==> src/rtl/pla_pkg.sv <==
// rtl/pla_pkg.sv - shared constants and term-entry type for the PLA evaluation pipeline
package pla_pkg;

    localparam int PLA_N_IN   = 8;
    localparam int PLA_N_TERM = 16;
    localparam int PLA_N_OUT  = 4;

    typedef struct packed {
        logic                 en;
        logic [PLA_N_IN-1:0]  care;
        logic [PLA_N_IN-1:0]  val;
        logic [PLA_N_OUT-1:0] omask;
    } pla_term_t;

endpackage

==> src/rtl/pla_term_row.sv <==
// rtl/pla_term_row.sv - one programmable product term: stored entry plus its fire compare
module pla_term_row
    import pla_pkg::*;
#(
    parameter int N_IN  = PLA_N_IN,
    parameter int N_OUT = PLA_N_OUT
) (
    input  logic             clk,
    input  logic             rst_n,
    input  logic             wr_i,
    input  logic             en_i,
    input  logic [N_IN-1:0]  care_i,
    input  logic [N_IN-1:0]  val_i,
    input  logic [N_OUT-1:0] omask_i,
    input  logic [N_IN-1:0]  x_i,
    output logic             fire_o,
    output logic [N_OUT-1:0] omask_o
);

    logic             en_q;
    logic [N_IN-1:0]  care_q;
    logic [N_IN-1:0]  val_q;
    logic [N_OUT-1:0] omask_q;

    always_ff @(posedge clk or negedge rst_n) begin
        if (!rst_n) begin
            en_q <= 1'b0;
        end else if (wr_i) begin
            en_q <= en_i;
        end
    end

    // Literal storage is left unreset: a disabled term never reaches the OR plane.
    always_ff @(posedge clk) begin
        if (wr_i) begin
            care_q  <= care_i;
            val_q   <= val_i;
            omask_q <= omask_i;
        end
    end

    assign fire_o  = en_q & (((x_i ^ val_q) & care_q) == '0);
    assign omask_o = omask_q;

endmodule

==> src/rtl/pla_eval_pipe.sv <==
// rtl/pla_eval_pipe.sv - two-stage PLA evaluator: fired-term stage, OR-plane stage, handshakes
module pla_eval_pipe
    import pla_pkg::*;
#(
    parameter int N_IN   = PLA_N_IN,
    parameter int N_TERM = PLA_N_TERM,
    parameter int N_OUT  = PLA_N_OUT,
    localparam int AW    = (N_TERM > 1) ? $clog2(N_TERM) : 1
) (
    input  logic             clk,
    input  logic             rst_n,
    input  logic             in_valid,
    output logic             in_ready,
    input  logic [N_IN-1:0]  in_data,
    output logic             out_valid,
    input  logic             out_ready,
    output logic [N_OUT-1:0] out_data,
    input  logic             cfg_we,
    input  logic [AW-1:0]    cfg_addr,
    input  logic             cfg_en,
    input  logic [N_IN-1:0]  cfg_care,
    input  logic [N_IN-1:0]  cfg_val,
    input  logic [N_OUT-1:0] cfg_omask,
    output logic             cfg_ack,
    output logic             idle
);

    logic              s1_valid_q;
    logic              s2_valid_q;
    logic              cfg_ack_q;
    logic [N_TERM-1:0] s1_fire_q;
    logic [N_OUT-1:0]  out_data_q;

    logic              s1_adv;
    logic              s2_adv;
    logic              accept;
    logic              cfg_take;
    logic [N_TERM-1:0] fire_vec;
    logic [N_OUT-1:0]  term_omask [N_TERM];
    logic [N_OUT-1:0]  y_d;

    assign s2_adv   = ~s2_valid_q | out_ready;
    assign s1_adv   = ~s1_valid_q | s2_adv;
    assign in_ready = s1_adv & ~cfg_we;
    assign accept   = in_valid & in_ready;
    assign idle     = ~s1_valid_q & ~s2_valid_q;

    // Table writes only land on an empty pipe, so in-flight vectors never see a half-updated table.
    assign cfg_take = cfg_we & idle & (32'(cfg_addr) < N_TERM);

    for (genvar t = 0; t < N_TERM; t++) begin : g_row
        pla_term_row #(
            .N_IN  (N_IN),
            .N_OUT (N_OUT)
        ) u_row (
            .clk     (clk),
            .rst_n   (rst_n),
            .wr_i    (cfg_take && (32'(cfg_addr) == t)),
            .en_i    (cfg_en),
            .care_i  (cfg_care),
            .val_i   (cfg_val),
            .omask_i (cfg_omask),
            .x_i     (in_data),
            .fire_o  (fire_vec[t]),
            .omask_o (term_omask[t])
        );
    end

    always_comb begin
        y_d = '0;
        for (int t = 0; t < N_TERM; t++) begin
            if (s1_fire_q[t]) begin
                y_d = y_d | term_omask[t];
            end
        end
    end

    always_ff @(posedge clk or negedge rst_n) begin
        if (!rst_n) begin
            s1_valid_q <= 1'b0;
            s1_fire_q  <= '0;
            s2_valid_q <= 1'b0;
            out_data_q <= '0;
            cfg_ack_q  <= 1'b0;
        end else begin
            cfg_ack_q <= cfg_take;
            if (s1_adv) begin
                s1_valid_q <= accept;
                if (accept) begin
                    s1_fire_q <= fire_vec;
                end
            end
            if (s2_adv) begin
                s2_valid_q <= s1_valid_q;
                if (s1_valid_q) begin
                    out_data_q <= y_d;
                end
            end
        end
    end

    assign out_valid = s2_valid_q;
    assign out_data  = out_data_q;
    assign cfg_ack   = cfg_ack_q;

endmodule

==> config.mk <==
export PLATFORM = sky130hd
export DESIGN_NAME = pla_eval_pipe
export DESIGN_NICKNAME = d
export VERILOG_FILES = /design/src/rtl/pla_pkg.sv /design/src/rtl/pla_term_row.sv /design/src/rtl/pla_eval_pipe.sv
export SDC_FILE = /design/constraint.sdc
export NUM_CORES = 1
export LEC_CHECK = 0
export CORE_ASPECT_RATIO = 1.75
export CORE_MARGIN = 2
export CORE_UTILIZATION = 50
export DETAILED_ROUTE_END_ITERATION = 16
export PLACE_DENSITY = 0.69
export SETUP_SLACK_MARGIN = 0.4
export SLEW_MARGIN = 15
export SYNTH_ARGS = -nofsm -noshare
export SYNTH_HDL_FRONTEND = slang
export SYNTH_SLANG_ARGS = --single-unit
==> constraint.sdc <==
create_clock -name clk -period 6.41 [get_ports clk]
set_input_delay 0.641 -clock clk [delete_from_list [all_inputs] [get_ports clk]]
set_output_delay 0.641 -clock clk [all_outputs]
set_load 0.01 [all_outputs]
==> results.py, run 1 <==
metrics = {
    "timing": {
        "setup_ws_ps": 3650,
        "drv_slew": 0,
        "final.min_clock_period_ps": 2760,
        "finalSetupTns_ps": 0,
        "hold_viol": 0,
        "fin_hold_ws_ps": 196,
        "timing.fmax_ghz": 0.362,
        "post-route-period-util": 0.431,
        "finalSetupViolCount": 0,
        "skew_ps": 8.74,
        "slew-limit-headroom": 0.121,
        "rsz0062_at_grt": "false",
        "tightest_slew_ps": 1310,
    },
    "floorplan": {
        "num_rows": 79,
        "io_pins": 46,
        "fp.coreArea_sq_um": 26400,
        "dieHeight_microns": 220,
        "initial_core_util": 0.504,
        "die_w_microns": 127,
        "die-area_sq_um": 28000,
    },
    "clocking": {
        "clkSinkCount": 359,
        "holdBufCountCts": 0,
        "tritoncts": "yes",
        "insertion_delay_ps": 560,
        "clk_pin_slew_worst_paths_ps": 70,
        "root_buffer": "clkbuf_16",
        "htree_levels": 1,
        "postCtsSetupBuffers": 0,
        "cts_buffers": 30,
        "clk_path_buf_depth": 3,
        "cts_resized": 0,
    },
    "pwr": {
        "power.density_nw_per_um2": 314,
        "internal_power_mw": 3.75,
        "pwr-share-comb": 0.061,
        "switching_power_mw": 1.02,
        "p_leak_nw": 5.11,
        "p_sw_frac": 0.213,
        "p_seq_frac": 0.553,
        "ir_worst_vdd_mv": 0.208,
        "finalPower_mw": 4.77,
        "power_frac_clock": 0.387,
    },
    "cells_and_area": {
        "final_nets": 813,
        "fin_area_sq_um": 15200,
        "syn2layout_area_growth_pct": 14.1,
        "final_cell_count_no_fill": 1123,
        "drive_above_1_share": 0.124,
        "num_antenna_cells": 0,
        "utilization": 0.575,
        "n_fill_cell": 1902,
    },
    "worst_setup_path": {
        "end_kind": "register",
        "start_kind": "input port",
        "crit_chain": "clkdlybuf4s50_1 -> nor3b_4 -> or3b_4 -> nor2_2 -> mux2_1",
        "cpPeakStageDelay_ps": 830,
        "crit_type": "in -> reg",
        "critPathRequiredTime_ps": 6860,
        "cp.arrival_ps": 3210,
        "crit_family": "simple AND/OR/NAND/NOR gates",
        "cpMaxStageDelayCell": "nor2_2",
        "crit_buf_inv": 1,
        "path_max_fanout": 21,
    },
    "routing": {
        "vias": 6871,
        "drc": 0,
        "drt_iter0_markers": 791,
        "dr.pass1.iters": 5,
        "vias_per_cell": 6.12,
        "routedWlPerCell_microns": 27.9,
        "route.antenna.remaining_nets": 0,
        "wl_microns": 31300,
    },
    "placement": {
        "gp_congestion": 0.888,
        "hpwl_microns": 18000,
        "dp_slack_ps": 3070,
        "place_area_sq_um": 14200,
        "place_inst": 1067,
        "portBuffers": 45,
    },
    "synthesis": {
        "synth.yosys.seq_area_share": 0.796,
        "yosysTopAreaCell": "edfxtp_1",
        "synthTopCellsByCount": "edfxtp_1, xor2_1, dfrtp_1",
        "yosysUniqueCellTypes": 27,
        "ys_ff_latch": 359,
        "synthArstFlopShare": 0.109,
        "postSynthCellCount": 707,
        "yosys.cell_count.top_type": "edfxtp_1",
        "synth_top_flop_cell": "edfxtp_1",
        "syn_area_sq_um": 13300,
        "yosysTopAreaCellShare": 0.723,
        "synth_edf_count": 320,
        "syn_nets": 745,
        "syn_avg_cell_area_sq_um": 18.8,
        "ys_warn_count": 0,
        "synthTopCellsByArea": "edfxtp_1, xor2_1, dfrtp_1, a22oi_1, mux2_2",
    },
    "global_route": {
        "first_global_vias": 7105,
        "overflow": 0,
        "antenna_found_initial": 0,
        "grtUsageTotal": 0.229,
        "grt_pass1_wl_microns": 45000,
        "grt_max_degree": 40,
    },
    "worst_hold_path": {
        "hp-class": "in -> async",
    },
    "status": {
        "status": "completed",
    },
    "job": {
        "max_cap_viol_count": 0,
    },
}
## placed cells by master, fill, tap and decap left out, types with 7 or more instances in the layout
master / count
clkbuf_16: 31
a22oi_1: 32
xor2_1: 128
a222oi_1: 16
o21ai_0: 16
clkinv_2: 7
edfxtp_1: 320
a221oi_1: 16
nor2_2: 11
dfrtp_1: 39
nand4_1: 20
clkdlybuf4s50_1: 42
a21boi_0: 16
buf_4: 11
a22o_1: 16
nand2_1: 19
mux2_2: 17
## cell families (layout without fill, tap and decap cells)
group	Yosys count	in the layout	synth area share
XOR/XNOR	128	128	0.0843
AO/OA/AOI/OAI	112	112	0.0663
multiplexers	20	20	0.0169
AND/OR/NAND/NOR	68	68	0.0291
flip-flops	359	359	0.796
buffers and inverters	20	112	0.00715
## power by group through the flow
stage / Combinational, mW / Clock [mW] / Sequential (mW)
6_report: 0.290 / 1.84 / 2.63
5_1_grt: 0.310 / 1.95 / 2.64
4_1_cts: 0.292 / 1.87 / 2.64
3_5_place_dp: 0.291 / 0 / 2.69
3_3_place_gp: 0.282 / 0 / 2.68
2_1_floorplan: 0.130 / 0 / 2.68
## worst reg2reg max path: stages, from the launching register on
cell	delay, ps
dfrtp_1	440
nor3b_4	360
or3b_4	490
nor2_2	830
mux2_1	400
## flip-flops by register name, summed over array words and instances, names as in the netlist
register and cells:
cfg_ack 1, g_row.u_row.care_q 128, g_row.u_row.en_q 16, g_row.u_row.omask_o 64, g_row.u_row.val_q 128, out_data 4, out_valid 1, s1_fire_q 16
s1_valid_q 1
## path summary, 6_finish.rpt
| kind | startpoint | endpoint | slack [ps] | depth (start not counted) |
|---|---|---|---|---|
| min in group clk | g_row[4].u_row.en_q | g_row[4].u_row.en_q | 490 | 1 |
| worst max-delay path | cfg_we | g_row[8].u_row.en_q | 3650 | 5 |
| worst min-delay path | rst_n | s1_fire_q[15] | 200 | 2 |
| max in group asynchronous | rst_n | g_row[2].u_row.en_q | 5770 | 2 |
| worst min register to register | g_row[4].u_row.en_q | g_row[4].u_row.en_q | 490 | 1 |
| worst max register to register | out_valid | g_row[8].u_row.en_q | 3780 | 4 |
## per-layer routing
layer	global-route usage	wire [microns]	vias up	share of wire
met4	0.107	1290	0	0.041
met2	0.412	16800	290	0.54
met5	0	0	-	0
li1	-	-	2918	-
met1	0.271	11200	3587	0.36
met3	0.0291	2020	76	0.064
## layout make-up
cell class	instances	area (sq um)	area share
tap	324	405	0.0267
clock inverter	19	191	0.0126
clock buffer	37	818	0.0539
multi-input combinational	328	2650	0.175
sequential	359	10600	0.698
timing repair buffer	56	518	0.0341
No activity file was read; power rests on OpenSTA's default activity.
==> inputs of run 2 (changes only) <==
Settings changed: PLACE_DENSITY 0.69 to 0.72.
Clock period 6.41 ns to 2.39 ns, I/O delays scaled along.
==> run 2 against run 1 <==
  * Largest power group unchanged
  * First-iteration DRC count fell by 1.3%
  * Die area stayed put
  * Sequential cell count unchanged
  * Routed wire length decreased by 1.2%
  * Non-clock buffer count up 64
  * Sequential share of layout area shrank 3.3 points
  * Clock-buffer cell count increased by 2
==> results.py, run 2 (same netlist as run 1, synthesis figures left out) <==
metrics = {
    "timing": {
        "drv_slew": 0,
        "post-route-period-util": 0.835,
        "final.min_clock_period_ps": 2000,
        "slew-limit-headroom": 0.545,
        "rsz0062_at_grt": "true",
        "finalSetupTns_ps": 0,
        "timing.fmax_ghz": 0.501,
        "tightest_slew_ps": 680,
        "setup_ws_ps": 394,
        "skew_ps": 11.0,
        "hold_viol": 0,
        "finalSetupViolCount": 0,
    },
    "global_route": {
        "overflow": 0,
        "first_global_vias": 7297,
        "antenna_found_initial": 0,
        "grt_max_degree": 34,
        "grt_pass1_wl_microns": 45100,
        "grtUsageTotal": 0.225,
    },
    "cells_and_area": {
        "layout_common_cells": "edfxtp_1, xor2_1, buf_4, clkdlybuf4s50_1, dfrtp_1",
        "drive_above_1_share": 0.183,
        "syn2layout_area_growth_pct": 19.9,
        "utilization": 0.604,
        "final_nets": 875,
        "num_antenna_cells": 0,
        "layout_commonest_cell": "edfxtp_1",
    },
    "floorplan": {
        "die-area_sq_um": 28000,
        "num_rows": 79,
        "initial_core_util": 0.504,
        "io_pins": 46,
        "die_w_microns": 127,
        "fp.coreArea_sq_um": 26400,
        "dieHeight_microns": 220,
    },
    "clocking": {
        "root_buffer": "clkbuf_16",
        "htree_levels": 1,
        "tritoncts": "yes",
        "insertion_delay_ps": 550,
        "clkSinkCount": 359,
        "clk_pin_slew_worst_paths_ps": 70,
        "cts_buffers": 28,
        "clk_path_buf_depth": 3,
    },
    "placement": {
        "hpwl_microns": 19600,
        "gp_congestion": 0.884,
        "portBuffers": 45,
        "dp_slack_ps": 44.8,
    },
    "worst_setup_path": {
        "critPathRequiredTime_ps": 2650,
        "end_kind": "register",
        "start_kind": "register",
        "crit_type": "reg -> reg",
        "path_max_fanout": 10,
        "cp.arrival_ps": 2250,
    },
    "routing": {
        "wl_microns": 30900,
        "route.antenna.remaining_nets": 0,
        "drt_iter0_markers": 781,
        "drc": 0,
        "routedWlPerCell_microns": 26.1,
        "vias": 6991,
        "vias_per_cell": 5.91,
        "dr.pass1.iters": 5,
    },
    "pwr": {
        "p_leak_nw": 5.48,
        "power.density_nw_per_um2": 782,
        "ir_worst_vdd_mv": 0.623,
    },
    "job": {
        "max_cap_viol_count": 0,
    },
    "worst_hold_path": {
        "hp-class": "in -> async",
    },
    "status": {
        "status": "completed",
    },
}
## run 2: changes by cell type in the layout (fill, tap and decap cells not counted), moves of 4 or more
cell,delta
mux2_4,+4
buf_4,+37
nor2_4,+11
buf_12,+18
buf_6,+6
clkinv_4,-4
nor2_2,-11
## run 2: worst paths after layout
check                                          endpoint  cells after the start         from  slack (ps)
worst max-delay path            g_row[0].u_row.val_q[0]                      4   s1_valid_q         390
max in group asynchronous                  s1_fire_q[5]                      3        rst_n        1590
worst min-delay path                        out_data[0]                      2        rst_n         240
worst min register to register              out_data[2]                      1  out_data[2]         500
worst max register to register  g_row[0].u_row.val_q[0]                      4   s1_valid_q         390
min in group clk                                cfg_ack                      2       cfg_we         380
## run 2: area by class of cell
type | count | area (sq um)
clock buffers | 39 | 793
well taps | 324 | 405
fillers | 1786 | 10500
repair buffers | 120 | 1290
clock inverters | 13 | 120
multi-input cells | 328 | 2740
flip-flops and latches | 359 | 10600
## run 2: layer usage
metal | track usage | vias up | wire [microns]
met5 | 0 | - | 0
met4 | 0.108 | 0 | 1440
met3 | 0.0221 | 85 | 1670
met2 | 0.416 | 337 | 16900
met1 | 0.260 | 3537 | 10900
li1 | - | 3032 | -
## run 2: worst max-delay path, cell delays in order, from the launching register on
cell and delay [ps]:
dfrtp_2 440, nor3b_4 300, or3b_4 450, nor3_4 200, bufbuf_16 320
## run 2: where the power goes
part	switching (mW)	internal [mW]
combinational	0.473	0.383
sequential	0.0827	6.98
clock	2.01	2.54
total	2.57	9.90
## run 2: per-stage QoR
step                power (mW)  area (sq um)  std cells  hold WS (ps)
floorplan                 7.55         13400        707         -56.6
global route              12.8         15900       1183           288
global placement          8.01         14900       1121           296
detailed placement        8.04         14900       1121           287
finish                    12.5         15900       1183           238
CTS                       12.5         15800       1177           260
## run 2: what timing repair did
item	in CTS	in global routing
pin swaps	2	5
endpoints found under the setup margin	49	245
gates cloned	1	0
hold endpoints to repair	19	0
gates resized for setup	1	10
hold buffers	1	0
buffers inserted	2	6
==> inputs of run 3 (changes only) <==
Settings changed: PLACE_DENSITY 0.72 to 0.69.
Clock period 2.39 ns to 1.9 ns, I/O delays scaled along.
==> run 3 against run 2 <==
  * The flow now finishes with violations (negative setup slack)
  * Die area did not move
  * Setup slack got worse by 460 ps
  * Critical path depth grew 1
  * Power is 33% higher
  * Critical path type unchanged
  * Largest cell class unchanged
  * Largest power group unchanged
==> results.py, run 3 (same netlist as run 1, synthesis figures left out) <==
metrics = {
    "cells_and_area": {
        "utilization": 0.658,
        "layout_common_cells": "edfxtp_1, xor2_1, buf_4, buf_6",
        "final_cell_count_no_fill": 1256,
        "multiInputGateArea_sq_um": 2940,
        "drive_above_1_share": 0.297,
        "num_antenna_cells": 0,
        "ff_latch_area_sq_um": 10600,
        "n_fill_cell": 1732,
        "final_nets": 948,
        "layout_commonest_cell": "edfxtp_1",
        "syn2layout_area_growth_pct": 30.6,
    },
    "routing": {
        "drc": 0,
        "vias": 7359,
        "vias_per_cell": 5.86,
        "routedWlPerCell_microns": 27.6,
        "routed.top_layer": "met4",
        "dr_wl_met3_microns": 1810,
        "route.antenna.remaining_nets": 0,
        "dr.pass1.iters": 8,
        "routed-wl-met2_microns": 18800,
        "drt_iter0_markers": 735,
        "wl_met1_microns": 12000,
        "wl_microns": 34600,
    },
    "clocking": {
        "htree_levels": 1,
        "root_buffer": "clkbuf_16",
        "insertion_delay_ps": 550,
        "clkSinkCount": 359,
        "clk_pin_slew_worst_paths_ps": 70,
        "clk_path_buf_depth": 3,
        "tritoncts": "yes",
        "cts_buffers": 28,
    },
    "worst_setup_path": {
        "critPathRequiredTime_ps": 2170,
        "cp.arrival_ps": 2230,
        "cpMostUsedCell": "buf_12",
        "cpPeakStageDelay_ps": 460,
        "start_kind": "register",
        "cpMaxStageDelayCell": "or3b_4",
        "crit_type": "reg -> reg",
        "path_max_fanout": 16,
        "crit_family": "simple AND/OR/NAND/NOR gates",
        "crit_buf_inv": 2,
        "crit_chain": "nor3b_4 -> or3b_4 -> buf_12 -> nor2_4 -> buf_12",
        "end_kind": "register",
    },
    "timing": {
        "drv_slew": 0,
        "final.min_clock_period_ps": 1970,
        "finalSetupTns_ps": -4030,
        "skew_ps": 12.6,
        "timing.fmax_ghz": 0.508,
        "setup_ws_ps": -67.2,
        "slew-limit-headroom": 0.487,
        "finalSetupViolCount": 119,
        "fin_hold_ws_ps": 273,
        "rsz0062_at_grt": "true",
        "post-route-period-util": 1.04,
        "hold_viol": 0,
        "tightest_slew_ps": 766,
    },
    "floorplan": {
        "num_rows": 79,
        "io_pins": 46,
        "die_w_microns": 127,
        "dieHeight_microns": 220,
        "die-area_sq_um": 28000,
        "initial_core_util": 0.504,
        "fp.coreArea_sq_um": 26400,
    },
    "status": {
        "violations": "negative setup slack",
        "status": "finished with violations",
    },
    "worst_hold_path": {
        "hp-class": "in -> async",
    },
    "placement": {
        "place_inst": 1153,
        "dp_slack_ps": -337,
        "hpwl_microns": 21200,
        "gp_congestion": 0.951,
        "portBuffers": 45,
    },
    "global_route": {
        "grtUsageTotal": 0.241,
        "antenna_found_initial": 0,
        "first_global_vias": 7649,
        "overflow": 0,
        "grt_pass1_wl_microns": 48100,
        "grt_max_degree": 40,
    },
    "pwr": {
        "power.density_nw_per_um2": 957,
        "p_leak_nw": 6.22,
        "ir_worst_vdd_mv": 0.580,
    },
    "job": {
        "max_cap_viol_count": 0,
    },
}
run 3: cell types whose count changed in the layout (fill, tap and decap cells not counted), moves of 10 or more:
cell      previous run  this run
buf_12              18        35
dfrtp_2              2        12
mux2_2              15         2
o21ai_0             16         1
a221oi_1            16         4
dfrtp_1             37        27
a221oi_2             0        12
buf_6                6        44
mux2_4               4        18
run 3: what timing repair did:
| item | in CTS | in global routing |
|---|---|---|
| endpoints found under the setup margin | 350 | 354 |
| hold buffers | 1 | 0 |
| pin swaps | 7 | 21 |
| endpoints found under the hold margin | 39 | 0 |
| gates cloned | 6 | 8 |
| resized for setup | 24 | 110 |
| buffers inserted | 18 | 18 |
run 3: through the flow:
| step | power [mW] | area [sq um] |
|---|---|---|
| 3_5_place_dp | 10.2 | 15300 |
| 3_3_place_gp | 10.2 | 15300 |
| 4_1_cts | 16.5 | 16700 |
| 5_1_grt | 17.0 | 17400 |
| 6_report | 16.6 | 17400 |
| 2_1_floorplan | 9.52 | 13400 |
run 3: tightest hold or removal path: stages:
cell and delay (ps):
dlygate4sd3_1 520, buf_2 100, buf_4 500
run 3: path summary, 6_finish.rpt:
check                                 start                        to  slack (ps)  cells past startpoint
worst max-delay path              out_valid  g_row[12].u_row.val_q[2]         -70                      5
worst min-delay path                  rst_n       g_row[1].u_row.en_q         270                      3
worst max register to register    out_valid  g_row[12].u_row.val_q[2]         -70                      5
worst min register to register  out_data[0]               out_data[0]         510                      1
max in group asynchronous             rst_n             s1_fire_q[12]        1150                      3
min in group clk                  out_ready                 out_valid         340                      3
run 3: final cells by class:
| cell class | instances | share of cell area |
|---|---|---|
| Sequential cell | 359 | 0.611 |
| Multi-Input combinational cell | 328 | 0.169 |
| Timing Repair Buffer | 193 | 0.138 |
| Clock buffer | 37 | 0.0453 |
| Tap cell | 324 | 0.0234 |
| Clock inverter | 15 | 0.0135 |
run 3: power breakdown:
part	internal [mW]	switching [mW]
Combinational	0.633	0.663
Sequential	8.78	0.122
Clock	3.74	2.67
Total	13.1	3.45
run 3: per-layer routing:
layer / global-route usage / up-vias
li1: - / 3184
met1: 0.270 / 3725
met2: 0.447 / 336
met3: 0.0286 / 114
met4: 0.125 / 0
met5: 0 / -
